<file path="src/rtl/ula_74181_pkg.sv">
// Shared types for the multi-nibble 74181 sequencer.
// FSM states, function-select codes and carry-normalization helper.
package ula_74181_pkg;

    typedef enum logic [1:0] {
        IDLE,
        EXEC,
        DONE
    } state_t;

    typedef logic [3:0] fsel_t;

    localparam fsel_t FS_0 = 4'h0;
    localparam fsel_t FS_1 = 4'h1;
    localparam fsel_t FS_2 = 4'h2;
    localparam fsel_t FS_3 = 4'h3;
    localparam fsel_t FS_4 = 4'h4;
    localparam fsel_t FS_5 = 4'h5;
    localparam fsel_t FS_6 = 4'h6;
    localparam fsel_t FS_7 = 4'h7;
    localparam fsel_t FS_8 = 4'h8;
    localparam fsel_t FS_9 = 4'h9;
    localparam fsel_t FS_A = 4'hA;
    localparam fsel_t FS_B = 4'hB;
    localparam fsel_t FS_C = 4'hC;
    localparam fsel_t FS_D = 4'hD;
    localparam fsel_t FS_E = 4'hE;
    localparam fsel_t FS_F = 4'hF;

    // Ops whose slice carry-out is a borrow and must be inverted.
    function automatic logic is_borrow_op(input fsel_t s);
        return (s == FS_3) || (s == FS_6) || (s == FS_7) ||
               (s == FS_B) || (s == FS_F);
    endfunction

endpackage

</file>
<file path="src/rtl/module_ula_74181.sv">
// Combinational 4-bit 74181 slice, active-high data and carry-in.
// Subtract-type ops report a borrow on c_out_o; b_in_i cancels carry-in.
module module_ula_74181 (
    input  logic [3:0] a_i,
    input  logic [3:0] b_i,
    input  logic [3:0] s_i,
    input  logic       m_i,
    input  logic       c_in_i,
    input  logic       b_in_i,
    output logic [3:0] f_o,
    output logic       c_out_o,
    output logic       a_eq_b_o
);
    import ula_74181_pkg::*;

    logic [3:0] p;
    logic [3:0] q;
    logic [3:0] lf;
    logic       ci;
    logic [4:0] sum;
    logic [4:0] dif;

    assign ci       = c_in_i & ~b_in_i;
    assign sum      = {1'b0, p} + {1'b0, q} + {4'b0, ci};
    assign dif      = {1'b0, p} + {1'b0, ~q} + {4'b0, ci};
    assign a_eq_b_o = (a_i == b_i);

    // Operand pair for the adder and the logic-mode result per code.
    always_comb begin
        p  = '0;
        q  = '0;
        lf = '0;
        unique case (s_i)
            FS_0: begin p = a_i;         q = '0;         lf = ~a_i;          end
            FS_1: begin p = a_i | b_i;   q = '0;         lf = ~(a_i | b_i);  end
            FS_2: begin p = a_i | ~b_i;  q = '0;         lf = ~a_i & b_i;    end
            FS_3: begin p = '0;          q = '0;         lf = '0;            end
            FS_4: begin p = a_i;         q = a_i & ~b_i; lf = ~(a_i & b_i);  end
            FS_5: begin p = a_i | b_i;   q = a_i & ~b_i; lf = ~b_i;          end
            FS_6: begin p = a_i;         q = b_i;        lf = a_i ^ b_i;     end
            FS_7: begin p = a_i & ~b_i;  q = '0;         lf = a_i & ~b_i;    end
            FS_8: begin p = a_i;         q = a_i & b_i;  lf = ~a_i | b_i;    end
            FS_9: begin p = a_i;         q = b_i;        lf = ~(a_i ^ b_i);  end
            FS_A: begin p = a_i | ~b_i;  q = a_i & b_i;  lf = b_i;           end
            FS_B: begin p = a_i & b_i;   q = '0;         lf = a_i & b_i;     end
            FS_C: begin p = a_i;         q = a_i;        lf = 4'hF;          end
            FS_D: begin p = a_i | b_i;   q = a_i;        lf = a_i | ~b_i;    end
            FS_E: begin p = a_i | ~b_i;  q = a_i;        lf = a_i | b_i;     end
            FS_F: begin p = a_i;         q = '0;         lf = a_i;           end
        endcase
    end

    // Select logic result, subtract path (borrow out) or add path.
    always_comb begin
        f_o     = sum[3:0];
        c_out_o = sum[4];
        if (m_i) begin
            f_o     = lf;
            c_out_o = 1'b0;
        end else if (is_borrow_op(s_i)) begin
            f_o     = dif[3:0];
            c_out_o = ~dif[4];
        end
    end

endmodule

</file>
<file path="src/rtl/ula_74181_seq_ctrl.sv">
// Sequencer driving one 74181 slice nibble by nibble, LSB first.
// Optional rsp_zero output enabled by ULA_SEQ_ZERO_FLAG_EN.
module ula_74181_seq_ctrl #(
    parameter int NIBBLES = 4
) (
    input  logic                   clk,
    input  logic                   rst_n,
    input  logic                   req_valid,
    output logic                   req_ready,
    input  logic [4*NIBBLES-1:0]   req_a,
    input  logic [4*NIBBLES-1:0]   req_b,
    input  logic [3:0]             req_s,
    input  logic                   req_m,
    input  logic                   req_cin,
    output logic                   rsp_valid,
    input  logic                   rsp_ready,
    output logic [4*NIBBLES-1:0]   rsp_f,
    output logic                   rsp_cout,
    output logic                   rsp_eq,
    output logic                   busy
`ifdef ULA_SEQ_ZERO_FLAG_EN
   ,output logic                   rsp_zero
`endif
);
    import ula_74181_pkg::*;

    localparam int W  = 4 * NIBBLES;
    localparam int IW = (NIBBLES > 1) ? $clog2(NIBBLES) : 1;

    state_t          state_q;
    logic [IW-1:0]   idx_q;
    logic [W-1:0]    a_q;
    logic [W-1:0]    b_q;
    logic [W-1:0]    res_q;
    logic [W-1:0]    res_d;
    fsel_t           s_q;
    logic            m_q;
    logic            carry_q;
    logic            eq_q;
    logic            req_ready_q;
    logic            rsp_valid_q;
    logic            busy_q;
    logic [W-1:0]    rsp_f_q;
    logic            rsp_cout_q;
    logic            rsp_eq_q;
    logic            rsp_zero_q;

    logic [IW+1:0]   base;
    logic [3:0]      a_nib;
    logic [3:0]      b_nib;
    logic [3:0]      f_nib;
    logic            c_out;
    logic            a_eq_b;
    logic            c_next;
    logic            last;

    assign base   = {idx_q, 2'b00};
    assign a_nib  = a_q[base +: 4];
    assign b_nib  = b_q[base +: 4];
    assign c_next = m_q ? 1'b0 : (c_out ^ is_borrow_op(s_q));
    assign last   = (idx_q == IW'(NIBBLES - 1));

    module_ula_74181 u_slice (
        .a_i      (a_nib),
        .b_i      (b_nib),
        .s_i      (s_q),
        .m_i      (m_q),
        .c_in_i   (carry_q),
        .b_in_i   (1'b0),
        .f_o      (f_nib),
        .c_out_o  (c_out),
        .a_eq_b_o (a_eq_b)
    );

    // Merge the current nibble result into the accumulator.
    always_comb begin
        res_d = res_q;
        res_d[base +: 4] = f_nib;
    end

    // Control FSM with latched operands and registered responses.
    always_ff @(posedge clk or negedge rst_n) begin
        if (!rst_n) begin
            state_q     <= IDLE;
            idx_q       <= '0;
            a_q         <= '0;
            b_q         <= '0;
            res_q       <= '0;
            s_q         <= FS_0;
            m_q         <= 1'b0;
            carry_q     <= 1'b0;
            eq_q        <= 1'b0;
            req_ready_q <= 1'b1;
            rsp_valid_q <= 1'b0;
            busy_q      <= 1'b0;
            rsp_f_q     <= '0;
            rsp_cout_q  <= 1'b0;
            rsp_eq_q    <= 1'b0;
            rsp_zero_q  <= 1'b0;
        end else begin
            unique case (state_q)
                IDLE: begin
                    if (req_valid) begin
                        a_q         <= req_a;
                        b_q         <= req_b;
                        s_q         <= req_s;
                        m_q         <= req_m;
                        carry_q     <= req_m ? 1'b0 : req_cin;
                        idx_q       <= '0;
                        eq_q        <= 1'b1;
                        req_ready_q <= 1'b0;
                        busy_q      <= 1'b1;
                        state_q     <= EXEC;
                    end
                end
                EXEC: begin
                    res_q   <= res_d;
                    eq_q    <= eq_q & a_eq_b;
                    carry_q <= c_next;
                    idx_q   <= idx_q + IW'(1);
                    if (last) begin
                        idx_q       <= '0;
                        rsp_f_q     <= res_d;
                        rsp_cout_q  <= c_next;
                        rsp_eq_q    <= eq_q & a_eq_b;
                        rsp_zero_q  <= (res_d == '0);
                        rsp_valid_q <= 1'b1;
                        state_q     <= DONE;
                    end
                end
                DONE: begin
                    if (rsp_ready) begin
                        rsp_valid_q <= 1'b0;
                        req_ready_q <= 1'b1;
                        busy_q      <= 1'b0;
                        state_q     <= IDLE;
                    end
                end
                default: state_q <= IDLE;
            endcase
        end
    end

    assign req_ready = req_ready_q;
    assign rsp_valid = rsp_valid_q;
    assign busy      = busy_q;
    assign rsp_f     = rsp_f_q;
    assign rsp_cout  = rsp_cout_q;
    assign rsp_eq    = rsp_eq_q;

`ifdef ULA_SEQ_ZERO_FLAG_EN
    assign rsp_zero = rsp_zero_q;
`else
    logic unused_zero;
    assign unused_zero = rsp_zero_q;
`endif

endmodule

</file>
<file path="config.mk">
export PLATFORM = sky130hd
export DESIGN_NAME = ula_74181_seq_ctrl
export DESIGN_NICKNAME = d
export VERILOG_FILES = /design/src/rtl/ula_74181_pkg.sv /design/src/rtl/module_ula_74181.sv /design/src/rtl/ula_74181_seq_ctrl.sv
export SDC_FILE = /design/constraint.sdc
export NUM_CORES = 1
export LEC_CHECK = 0
export ABC_AREA = 1
export CORE_MARGIN = 3
export CORE_UTILIZATION = 50
export CTS_CLUSTER_DIAMETER = 200
export DETAILED_ROUTE_END_ITERATION = 16
export GPL_ROUTABILITY_DRIVEN = 0
export PLACE_DENSITY = 0.74
export SYNTH_ARGS = -nofsm -noshare
export SYNTH_HDL_FRONTEND = slang
export SYNTH_SLANG_ARGS = --single-unit
</file>
<file path="constraint.sdc">
create_clock -name clk -period 3.9 [get_ports clk]
set_clock_uncertainty 0.1 [all_clocks]
set_input_delay 0.78 -clock clk [delete_from_list [all_inputs] [get_ports clk]]
set_output_delay 0.78 -clock clk [all_outputs]
set_load 0.05 [all_outputs]
</file>
# Word level (Yosys, flattened, before mapping)
# Index checks and enable logic that the tools add are counted.
[word_totals] regBits=80 input_bits=42 out_inout_bits=21 word_cells=114
[op_classes] n_addsub=6 n_eq_ne=22 shift=4 muxes=28 bitwise_logic=16 n_reduce_logical=23
[op_table] operator="one-hot mux 4 bit (16 select lines)" count=1
[op_table] operator="equality test 4 bit (second input constant)" count=8
[op_table] operator="variable part select 16 x 5 -> 4 bit" count=2
[op_table] operator="NOT 4 bit" count=6
[op_table] operator="one-hot mux 4 bit (6 select lines)" count=1
[op_table] operator="one-hot mux 4 bit (5 select lines)" count=1
[op_table] operator="bitwise mux 16 bit" count=1
[op_table] operator="equality test 4 x 3 -> 1 bit (second input constant)" count=4
[op_table] operator="variable shift 4 x 6 -> 16 bit (first input constant)" count=1
[op_table] operator="variable part select 4 x 6 -> 16 bit" count=1
[op_table] operator="OR reduction 7 bit" count=2
[op_table] operator="AND 4 bit" count=3
[op_table] operator="OR 4 bit" count=3
[op_table] operator="adder 4 x 4 -> 5 bit" count=2
[op_table] operator="adder 5 x 1 -> 5 bit" count=2
[op_table] operator="2-to-1 mux 1 bit" count=10
[op_table] operator="2-to-1 mux 2 bit" count=5
[op_table] operator="one-hot mux 1 bit (2 select lines)" count=5
[op_table] operator="AND reduction 3 bit" count=3
[op_table] operator="OR reduction 3 bit" count=3
[op_table] operator="equality test 4 x 2 -> 1 bit (second input constant)" count=2
[op_table] operator="2-to-1 mux 4 bit" count=2
[op_table] operator="!= test 2 bit (second input constant)" count=3
[op_table] operator="negation 4 -> 6 bit" count=1
[op_table] operator="other kinds (17)" count=27

# Depth between registers and ports, before layout
# Gate-level depths: netlist (run 1).
[depth] word_depth=13 mapped_depth=25

# Modules after synthesis
# A second synthesis (run 1) with hierarchy kept.
[unflattened] cells_unflattened=742 hier_area_um2=5183.7
[modules_own_cells] mod="ula_74181_seq_ctrl" instances=1 cells_per_inst=436 area_per_inst_um2=3599.7 seq_area_each_um2=2003.2
[modules_own_cells] mod="module_ula_74181" instances=1 cells_per_inst=306 area_per_inst_um2=1584.0 seq_area_each_um2=0.0

# Least setup slack after synthesis (run 1)
# Ideal clock, no wire load.
[synth_path] path_type="register -> register" from="reg idx_q[0]" to="reg rsp_f_q[14] (netlist: rsp_f[14])" t_arrival_ns=3.470 t_required_ns=3.734 slack_ns=0.264 stages_incl_launch_ff=22 path_buffers=2 path_cell_list="dfrtp_1 > buf_2 > inv_4 > buf_4 > nand2_1 > nand3_1 > nand2_1 > inv_1 > ha_1 > inv_1 > nor2_1 > nor4_1 > inv_1 > fa_1 > fa_1 > nand2_1 > a21oi_1 > o21ai_1 > nand4_2 > o21bai_2 > nand2_1 > nand2_1"
[synth_between] elab_chain_len=11 elab_cells_between_ends=30 cone_classes="add/sub: 5; eq/ne: 1; shift: 4; mux: 6; bitwise: 13; reduce/logical: 1"
[synth_rtl] element="start: declaration" line_no="ula_74181_seq_ctrl.sv:31" text="logic [IW-1:0] idx_q;"
[synth_rtl] element="start signal: assignment" line_no="ula_74181_seq_ctrl.sv:120" text="idx_q <= idx_q + IW'(1);"
[synth_rtl] element="variable part select 16 x 5 -> 4 bit" line_no="ula_74181_seq_ctrl.sv:59" text="assign b_nib = b_q[base +: 4];"
[synth_rtl] element="NOT 4 bit"
[synth_rtl] element="AND 4 bit" line_no="module_ula_74181.sv:38, module_ula_74181.sv:39, module_ula_74181.sv:41"
[synth_rtl] element="one-hot mux 4 bit (5 select lines)" line_no="module_ula_74181.sv:33" text="unique case (s_i)"
[synth_rtl] element="NOT 4 bit" line_no="module_ula_74181.sv:25" text="assign dif = {1'b0, p} + {1'b0, ~q} + {4'b0, ci};"
[synth_rtl] element="adder 4 x 4 -> 5 bit" line_no="module_ula_74181.sv:25"
[synth_rtl] element="adder 5 x 1 -> 5 bit" line_no="module_ula_74181.sv:25"
[synth_rtl] element="2-to-1 mux 4 bit" line_no="module_ula_74181.sv:60" text="end else if (is_borrow_op(s_i)) begin"
[synth_rtl] element="2-to-1 mux 4 bit" line_no="module_ula_74181.sv:57" text="if (m_i) begin"
[synth_rtl] element="variable part select 4 x 6 -> 16 bit" line_no="ula_74181_seq_ctrl.sv:78" text="res_d[base +: 4] = f_nib;"
[synth_rtl] element="bitwise mux 16 bit" line_no="ula_74181_seq_ctrl.sv:78"
[synth_rtl] element="end signal: assignment" line_no="ula_74181_seq_ctrl.sv:123" text="rsp_f_q <= res_d;"
[synth_rtl] element="end: declaration" line_no="ula_74181_seq_ctrl.sv:43" text="logic [W-1:0] rsp_f_q;"
# Parallel ways exist; a longest one is shown, timed or not.
# A chain may end at the register's enable or synchronous reset.

# Worst setup path in the final report (run 1)
[layout_path] from="reg idx_q[0]" to="reg rsp_f_q[5] (netlist: rsp_f[5])"
# Same word-level chain as after synthesis.

==> results of run 1 <==
[repair_timing]
action | CTS | global route
gates resized for setup | 0 | 14
endpoints found under the hold margin | 0 | 0
setup buffers | 0 | 2
setup endpoints to repair | 0 | 24
[worst max path at each step]
stage                     startpoint         to  slack (ps)
after floorplan             idx_q[0]  rsp_f[14]         260
after global placement        s_q[1]  rsp_f[14]         300
after detailed placement    idx_q[0]  rsp_f[14]         130
after CTS                   idx_q[0]  res_q[10]         120
after global routing        idx_q[0]   res_q[5]        -0.6
final                       idx_q[0]   rsp_f[5]         250
[state kept, by name, summed over array words and instances, names as in the netlist, 2 cells and up]
name,flops
s_q,4
state_q,2
a_q,16
res_q,16
b_q,16
idx_q,2
rsp_f,16
[layer usage]
metal | routed length (um) | GRT usage [%]
met1 | 6030 | 34.9
met2 | 6200 | 39.5
met3 | 971 | 4.70
met4 | 460 | 9.32
met5 | 0 | 0
[kinds of logic after synthesis]
family / synth area share (%)
simple gates: 36.9
fa+ha+maj: 8.51
flops: 39.6
buf+inv: 7.84
compound gates: 7.12
[cell usage after synthesis, drive strengths merged, types with 2 or more instances]
| master | number |
|---|---|
| dfrtp | 79 |
| a21oi | 10 |
| o21ai | 30 |
| nand4 | 13 |
| or2 | 2 |
| a31oi | 4 |
| o22ai | 2 |
| nor4 | 2 |
| nand3 | 39 |
| inv | 81 |
| nand3b | 3 |
| a211oi | 2 |
| nand2 | 331 |
| o21bai | 4 |
| buf | 8 |
| ha | 28 |
| fa | 4 |
| nor3 | 3 |
| clkbuf | 12 |
| o221ai | 3 |
| nor2 | 68 |
[final cells by class]
type,count,area share (%)
repair buffers,80,12.3
clock inverters,2,0.226
well taps,133,2.73
inverters,82,5.08
multi-input cells,554,44.2
clock buffers,13,2.60
flip-flops and latches,80,32.9
[stage by stage]
stage,TNS (ps),instances,cell area (um^2)
floorplan,0,736,5060
global placement,0,927,5880
detailed placement,0,927,5880
CTS,0,942,6050
global route,-0.593,944,6100
finish,0,944,6100
[worst register-to-register path, cell delays in order (launching register included)]
cell and delay (ps):
dfrtp_2 450, buf_4 190, nand2_1 60, nand3_1 80, nand2_1 100, inv_1 100
ha_1 230, inv_1 70, nor2_1 50, nor4_2 320, inv_1 100, fa_1 450
fa_1 460, o211ai_1 300, nand4_1 160, o21bai_1 210, nand2_1 80, nand2_1 60
==> flow_metrics.env, run 1 <==
export IMPL_synth_edf_count=0
export IMPL_grt_pass1_vias=4807
export IMPL_cp_required_ps=4090
export IMPL_max_cap_violations=0
export IMPL_wl_um=13700
export IMPL_rows=36
export IMPL_finalMaxSlewViolations=0
export IMPL_postRouteAntennaNets=0
export IMPL_ios=63
export IMPL_max_freq_mhz=274
export IMPL_numPortBuffers=62
export IMPL_dp_final_hpwl_um=10100
export IMPL_first_pass_iters=5
export IMPL_synth_avg_cell_area_um2=6.87
export IMPL_post_route_util_pct=62.2
export IMPL_status="finished clean"
export IMPL_yosys_top_cells_area="dfrtp_1 39%, nand2_1 25%, ha_1 6.9%, inv_1 5.3%, nor2_1 4.8%"
export IMPL_fin_crit_sh_pct=93.5
export IMPL_worst_slack_ps=252
export IMPL_setup_viol=0
export IMPL_viasPerCell=5.31
export IMPL_syn_cell_area_um2=5060
export IMPL_crit_path_end_kind="flip-flop"
export IMPL_synth_async_reset_ratio_pct=100
export IMPL_final_cell_mix="326 x nand2_1, 77 x dfrtp_1, 71 x inv_1"
export IMPL_reg2reg_depth=17
export IMPL_path_clk_slew_ps=80
export IMPL_slowest_delay_ps=460
export IMPL_seq_area_um2=2010
export IMPL_start_util_pct=51.5
export IMPL_crit_chain="buf_4, nand2_1, nand3_1, nand2_1, inv_1, ha_1, inv_1, nor2_1, nor4_2, inv_1, fa_1, fa_1, o211ai_1, nand4_1, o21bai_1, nand2_1, nand2_1"
export IMPL_ys_ff_latch=80
export IMPL_fin_crit_ps=3650
export IMPL_dieWidth_um=107
export IMPL_multi_input_area_um2=2700
export IMPL_track_usage_pct=25.1
export IMPL_grt_max_degree=81
export IMPL_ys_types=41
export IMPL_cts_sinks=80
export IMPL_ys_flop_type="dfrtp_1"
export IMPL_min_from="req_ready"
export IMPL_insertion_delay_ps=360
export IMPL_syn_inst=736
export IMPL_fillers=932
export IMPL_critPathLaunchType="flip-flop"
export IMPL_relSlewSlack_pct=33.8
export IMPL_layout_commonest_cell="nand2_1"
export IMPL_crit_family="adder cells"
export IMPL_cp_num_cells=17
export IMPL_yosysTopAreaCellShare_pct=39.1
export IMPL_antenna_found_initial=0
export IMPL_holdWs_ps=374
export IMPL_post_drt_wl_per_cell_um=14.5
export IMPL_worstPathArrival_ps=3840
export IMPL_ys_warn_count=0
export IMPL_clockBufferDepth=2
export IMPL_critPathBufInv=4
export IMPL_worst_pin_slew_ps=993
export IMPL_r2r_setup_slack_ps=250
export IMPL_cts_tree="done"
export IMPL_grt_pass1_wl_um=22900
export IMPL_cp_common_cell="nand2_1"
export IMPL_dp_slack_ps=130
export IMPL_cts_root_buf="clkbuf_8"
export IMPL_ctsHtreeMaxLevel=3
export IMPL_dr_first_iter_drc_count=359
export IMPL_num_antenna_cells=0
export IMPL_reg2reg_to="rsp_f[5]"
export IMPL_syn_to_final_growth_pct=20.7
export IMPL_min_path_type="flip-flop to flip-flop"
export IMPL_grt_overflow=0
export IMPL_holdPathStages=2
export IMPL_hold_viol=0
export IMPL_core_area_um2=9820
export IMPL_drc_errors=0
export IMPL_synth_fp_nets=810
export IMPL_cp_max_fo=12
export IMPL_cts_buffers=9
export IMPL_cts_hold_buf=0
export IMPL_die_y_um=107
export IMPL_die_area_um2=11400
export IMPL_num_vias=5014
export IMPL_drive_above_1_share_pct=7.89
export IMPL_nets=881
export IMPL_rr_startpoint="idx_q[0]"
export IMPL_min_to="req_ready"
export IMPL_synth_top_area_cell="dfrtp_1"
export IMPL_path_class="flip-flop to flip-flop"
export IMPL_critPathSlowestCell="fa_1"
export IMPL_ys_seq_area_share_pct=39.6
Power of run 1 is left out: the tool's default activity adds up to more than one toggle a clock period on the data nets, which glitch-free logic cannot reach.
==> run 2: changes to the inputs <==
Settings changed: CORE_UTILIZATION 50 to 35, PLACE_DENSITY 0.74 to 0.55.
==> flow_metrics.env, run 2 (synthesis gave the netlist of run 1 again) <==
export IMPL_fin_crit_sh_pct=92.1
export IMPL_core_area_um2=14000
export IMPL_cts_buffers=9
export IMPL_num_vias=4872
export IMPL_cts_tree="done"
export IMPL_cts_sinks=80
export IMPL_die_y_um=126
export IMPL_nets=883
export IMPL_fin_crit_ps=3590
export IMPL_viasPerCell=4.90
export IMPL_cts_root_buf="clkbuf_16"
export IMPL_worstPathArrival_ps=3690
export IMPL_reg2reg_to="res_q[3]"
export IMPL_grt_pass1_wl_um=23700
export IMPL_dieWidth_um=126
export IMPL_path_clk_slew_ps=60
export IMPL_grt_max_degree=81
export IMPL_insertion_delay_ps=330
export IMPL_holdPathStages=2
export IMPL_dr_first_iter_drc_count=394
export IMPL_num_antenna_cells=0
export IMPL_critPathLaunchType="flip-flop"
export IMPL_antenna_found_initial=0
export IMPL_final_cell_mix="329 x nand2_1, 78 x dfrtp_1, 72 x inv_1"
export IMPL_ctsHtreeMaxLevel=3
export IMPL_first_pass_iters=5
export IMPL_leakagePower_nw=3.29
export IMPL_drc_errors=0
export IMPL_rr_startpoint="idx_q[0]"
export IMPL_p_int_mw=3.21
export IMPL_syn_to_final_growth_pct=24.9
export IMPL_min_from="req_ready"
export IMPL_cp_required_ps=4000
export IMPL_seqPwrFrac_pct=22.1
export IMPL_rsz0062_at_grt="no"
export IMPL_pwr_share_clk_pct=13.4
export IMPL_min_path_type="flip-flop to flip-flop"
export IMPL_p_per_area_nw_per_um2=1040
export IMPL_switching_share_pct=50.9
export IMPL_holdWs_ps=369
export IMPL_hold_viol=0
export IMPL_ir_worst_vdd_mv=0.362
export IMPL_switching_power_mw=3.33
export IMPL_postRouteAntennaNets=0
export IMPL_tns_ps=0
export IMPL_ios=63
export IMPL_drive_above_1_share_pct=7.86
export IMPL_r2r_setup_slack_ps=310
export IMPL_status="finished clean"
export IMPL_track_usage_pct=18.1
export IMPL_grt_overflow=0
export IMPL_numPortBuffers=62
export IMPL_cp_max_fo=12
export IMPL_max_cap_violations=0
export IMPL_finalMaxSlewViolations=0
export IMPL_path_class="flip-flop to flip-flop"
export IMPL_start_util_pct=36.2
export IMPL_reg2reg_depth=21
export IMPL_die_area_um2=15900
export IMPL_max_freq_mhz=278
export IMPL_post_drt_wl_per_cell_um=14.1
export IMPL_clockBufferDepth=2
export IMPL_relSlewSlack_pct=31.4
export IMPL_layout_commonest_cell="nand2_1"
export IMPL_worst_pin_slew_ps=1030
export IMPL_wl_um=14000
export IMPL_crit_path_end_kind="flip-flop"
export IMPL_power_combinational_fraction_pct=64.5
export IMPL_dp_final_hpwl_um=10500
export IMPL_min_to="req_ready"
export IMPL_setup_viol=0
export IMPL_rows=43
export IMPL_grt_pass1_vias=4973
## run 2: cell count changes in the layout (fill, tap and decap cells not counted), sizes merged
| cell | change |
|---|---|
| inv | -1 |
| buf | +2 |
| clkinvlp | +1 |
| clkinv | +1 |
| clkbuf | -1 |
| bufinv | +1 |
## run 2: critical path: stages (launching register included)
cell	delay, ps
dfrtp_2	460
buf_4	200
nand2_1	60
nand3_1	140
nand2_1	140
inv_1	80
ha_1	230
nand2_1	70
nand2_1	70
a211oi_1	260
o21ai_0	190
ha_1	410
o21ai_0	130
nand2_1	70
o21ai_0	90
or2_2	290
nand2_1	70
nand2_1	120
nand2_1	80
o21ai_1	70
nand2_1	60
o21ai_0	70
## run 2: metal layers
metal / vias to the layer above / wire length (um) / GRT usage, %
li1: 2434 / - / -
met5: - / 0 / 0
met3: 21 / 666 / 2.37
met4: 0 / 273 / 5.93
met2: 139 / 6290 / 28.5
met1: 2278 / 6780 / 25.8
## run 2: cell type report
class	count	area [um^2]
Clock buffer	12	267
Fill cell	1475	7670
Sequential cell	80	2000
Inverter	82	313
Timing Repair Buffer	82	768
Tap cell	180	225
Clock inverter	4	51.3
Multi-Input combinational cell	554	2690
## run 2: worst max path at each step
stage             start         to  slack [ps]  cells after the start
2_1_floorplan  idx_q[0]  rsp_f[14]         260                     21
3_5_place_dp   idx_q[0]   rsp_f[6]          80                     19
5_1_grt        idx_q[0]   res_q[3]          10                     21
3_3_place_gp   idx_q[0]  rsp_f[14]         150                     19
4_1_cts        idx_q[0]   rsp_f[6]          50                     19
6_report       idx_q[0]   res_q[3]         310                     21
## run 2: through the flow
step / cell area, um^2 / worst slack (ps) / cells / total power [mW] / util (%)
after global routing: 6320 / 10.9 / 994 / 7.17 / 45.2
after floorplan: 5060 / 264 / 736 / 4.24 / -
after detailed placement: 5950 / 75.6 / 976 / 5.52 / 42.5
after global placement: 5950 / 146 / 976 / 5.49 / 42.5
final: 6320 / 309 / 994 / 6.54 / 45.2
after CTS: 6270 / 54.4 / 992 / 6.44 / 44.8
## run 2: power groups by stage
stage	Clock (mW)	Sequential [mW]	Combinational [mW]
2_1_floorplan	0	1.70	2.54
3_3_place_gp	0	1.46	4.03
3_5_place_dp	0	1.46	4.07
4_1_cts	0.898	1.45	4.09
5_1_grt	0.927	1.49	4.75
6_report	0.879	1.45	4.22
## run 2: repair_timing
| action | in CTS | in global routing |
|---|---|---|
| buffers inserted | 0 | 2 |
| hold endpoints to repair | 0 | 0 |
| hold buffers | 0 | 0 |
| setup endpoints to repair | 0 | 26 |
| resized for setup | 0 | 10 |
No activity file was read; power rests on OpenSTA's default activity.
==> run 3: changes to the inputs <==
Settings changed: CORE_ASPECT_RATIO set to 1.2.
==> flow_metrics.env, run 3 (synthesis gave the netlist of run 1 again) <==
export IMPL_status="finished clean"
export IMPL_relSlewSlack_pct=41.9
export IMPL_cts_root_buf="clkbuf_16"
export IMPL_core_area_um2=14000
export IMPL_finalPower_mw=6.52
export IMPL_r2r_setup_slack_ps=290
export IMPL_path_class="flip-flop to flip-flop"
export IMPL_cts_tree="done"
export IMPL_cts_sinks=80
export IMPL_start_util_pct=36.1
export IMPL_ios=63
export IMPL_drive_above_1_share_pct=7.85
export IMPL_grt_pass1_wl_um=24600
export IMPL_p_int_mw=3.15
export IMPL_reg2reg_to="rsp_f[13]"
export IMPL_path_clk_slew_ps=60
export IMPL_grt_max_degree=69
export IMPL_numPortBuffers=62
export IMPL_pwr_share_clk_pct=12.8
export IMPL_die_area_um2=15900
export IMPL_rows=47
export IMPL_postRouteAntennaNets=0
export IMPL_seqPwrFrac_pct=22.3
export IMPL_leakagePower_nw=3.27
export IMPL_viasPerCell=4.97
export IMPL_reg2reg_depth=17
export IMPL_insertion_delay_ps=340
export IMPL_fin_crit_ps=3610
export IMPL_rr_startpoint="idx_q[0]"
export IMPL_fin_crit_sh_pct=92.6
export IMPL_wl_um=14600
export IMPL_dr_first_iter_drc_count=306
export IMPL_num_antenna_cells=0
export IMPL_clockBufferDepth=2
export IMPL_max_freq_mhz=277
export IMPL_switching_share_pct=51.7
export IMPL_max_cap_violations=0
export IMPL_cp_max_fo=6
export IMPL_grt_pass1_vias=5057
export IMPL_dieWidth_um=116
export IMPL_setup_viol=0
export IMPL_dp_slack_ps=89.6
export IMPL_fin_area_um2=6270
export IMPL_cts_buffers=9
export IMPL_layout_commonest_cell="nand2_1"
export IMPL_worstPathArrival_ps=3790
export IMPL_tns_ps=0
export IMPL_drc_errors=0
export IMPL_ctsHtreeMaxLevel=3
export IMPL_power_combinational_fraction_pct=64.9
export IMPL_multi_input_area_um2=2680
export IMPL_min_from="req_ready"
export IMPL_nets=885
export IMPL_p_per_area_nw_per_um2=1040
export IMPL_min_path_type="flip-flop to flip-flop"
export IMPL_final_cell_mix="328 x nand2_1, 77 x dfrtp_1, 72 x inv_1"
export IMPL_holdPathStages=2
export IMPL_worst_pin_slew_ps=872
export IMPL_switching_power_mw=3.37
export IMPL_min_to="req_ready"
export IMPL_num_vias=4905
export IMPL_seq_area_um2=2010
export IMPL_post_drt_wl_per_cell_um=14.8
export IMPL_hold_viol=0
export IMPL_syn_to_final_growth_pct=24.0
export IMPL_worst_slack_ps=288
export IMPL_antenna_found_initial=0
export IMPL_place_area_um2=5930
export IMPL_finalMaxSlewViolations=0
export IMPL_track_usage_pct=19.5
export IMPL_ir_worst_vdd_mv=0.420
export IMPL_crit_path_end_kind="flip-flop"
export IMPL_fillers=1411
export IMPL_first_pass_iters=5
export IMPL_crit_path_start="idx_q[0]"
export IMPL_critPathLaunchType="flip-flop"
export IMPL_grt_overflow=0
export IMPL_die_y_um=138
export IMPL_cp_required_ps=4080
export IMPL_dp_final_hpwl_um=11000
-- run 3: cell count changes in the layout (fill, tap and decap cells not counted), sizes merged --
cell    before  now
buf         21   23
inv         81   82
clkbuf      12   10
-- run 3: cell type report --
class,count,area share (%)
clock buffers,10,3.65
clock inverters,5,0.897
inverters,82,4.95
multi-input cells,554,42.7
flip-flops and latches,80,32.0
well taps,171,3.41
repair buffers,84,12.5
-- run 3: power by group through the flow --
stage | Clock (mW) | Combinational [mW] | Sequential, mW
floorplan | 0 | 2.54 | 1.70
finish | 0.834 | 4.23 | 1.45
CTS | 0.853 | 4.10 | 1.45
global route | 0.891 | 4.77 | 1.50
global placement | 0 | 3.99 | 1.46
detailed placement | 0 | 4.08 | 1.46
-- run 3: stage by stage --
stage	cells	hold slack [ps]	util, %
3_5_place_dp	966	360	42.4
4_1_cts	981	371	44.4
5_1_grt	986	384	44.8
3_3_place_gp	966	355	42.4
2_1_floorplan	736	349	-
6_report	986	369	44.8
-- run 3: routing by layer --
layer	track usage, %	vias to the layer above	share of wire (%)
li1	-	2446	-
met1	25.6	2277	44
met2	32.0	144	48
met3	3.12	38	5.1
met4	8.32	0	2.9
met5	0	-	0
-- run 3: what timing repair did --
action | 4_1_cts | 5_1_grt
setup buffers | 0 | 5
hold buffers | 0 | 0
gates resized for setup | 0 | 8
endpoints found under the setup margin | 0 | 24
-- run 3: critical path, cell delays in order (launching register included) --
cell and delay, ps:
dfrtp_2 450, buf_4 160, nand2_1 60, nand3_1 120, nand2_2 140, inv_1 70, ha_1 190, inv_1 80
nor2_1 50, nor4_2 310, inv_1 100, fa_1 450, fa_1 450, o211ai_1 290, nand4_1 170, o21bai_1 190
nand2_1 80, nand2_1 100
-- run 3: worst max path at each step --
stage / slack (ps) / depth (start not counted) / endpoint
after floorplan: 260 / 21 / rsp_f[14]
after global placement: 180 / 19 / rsp_f[14]
after detailed placement: 90 / 19 / rsp_f[14]
after CTS: 60 / 19 / rsp_f[6]
after global routing: -0.1 / 17 / rsp_f[13]
final: 290 / 17 / rsp_f[13]
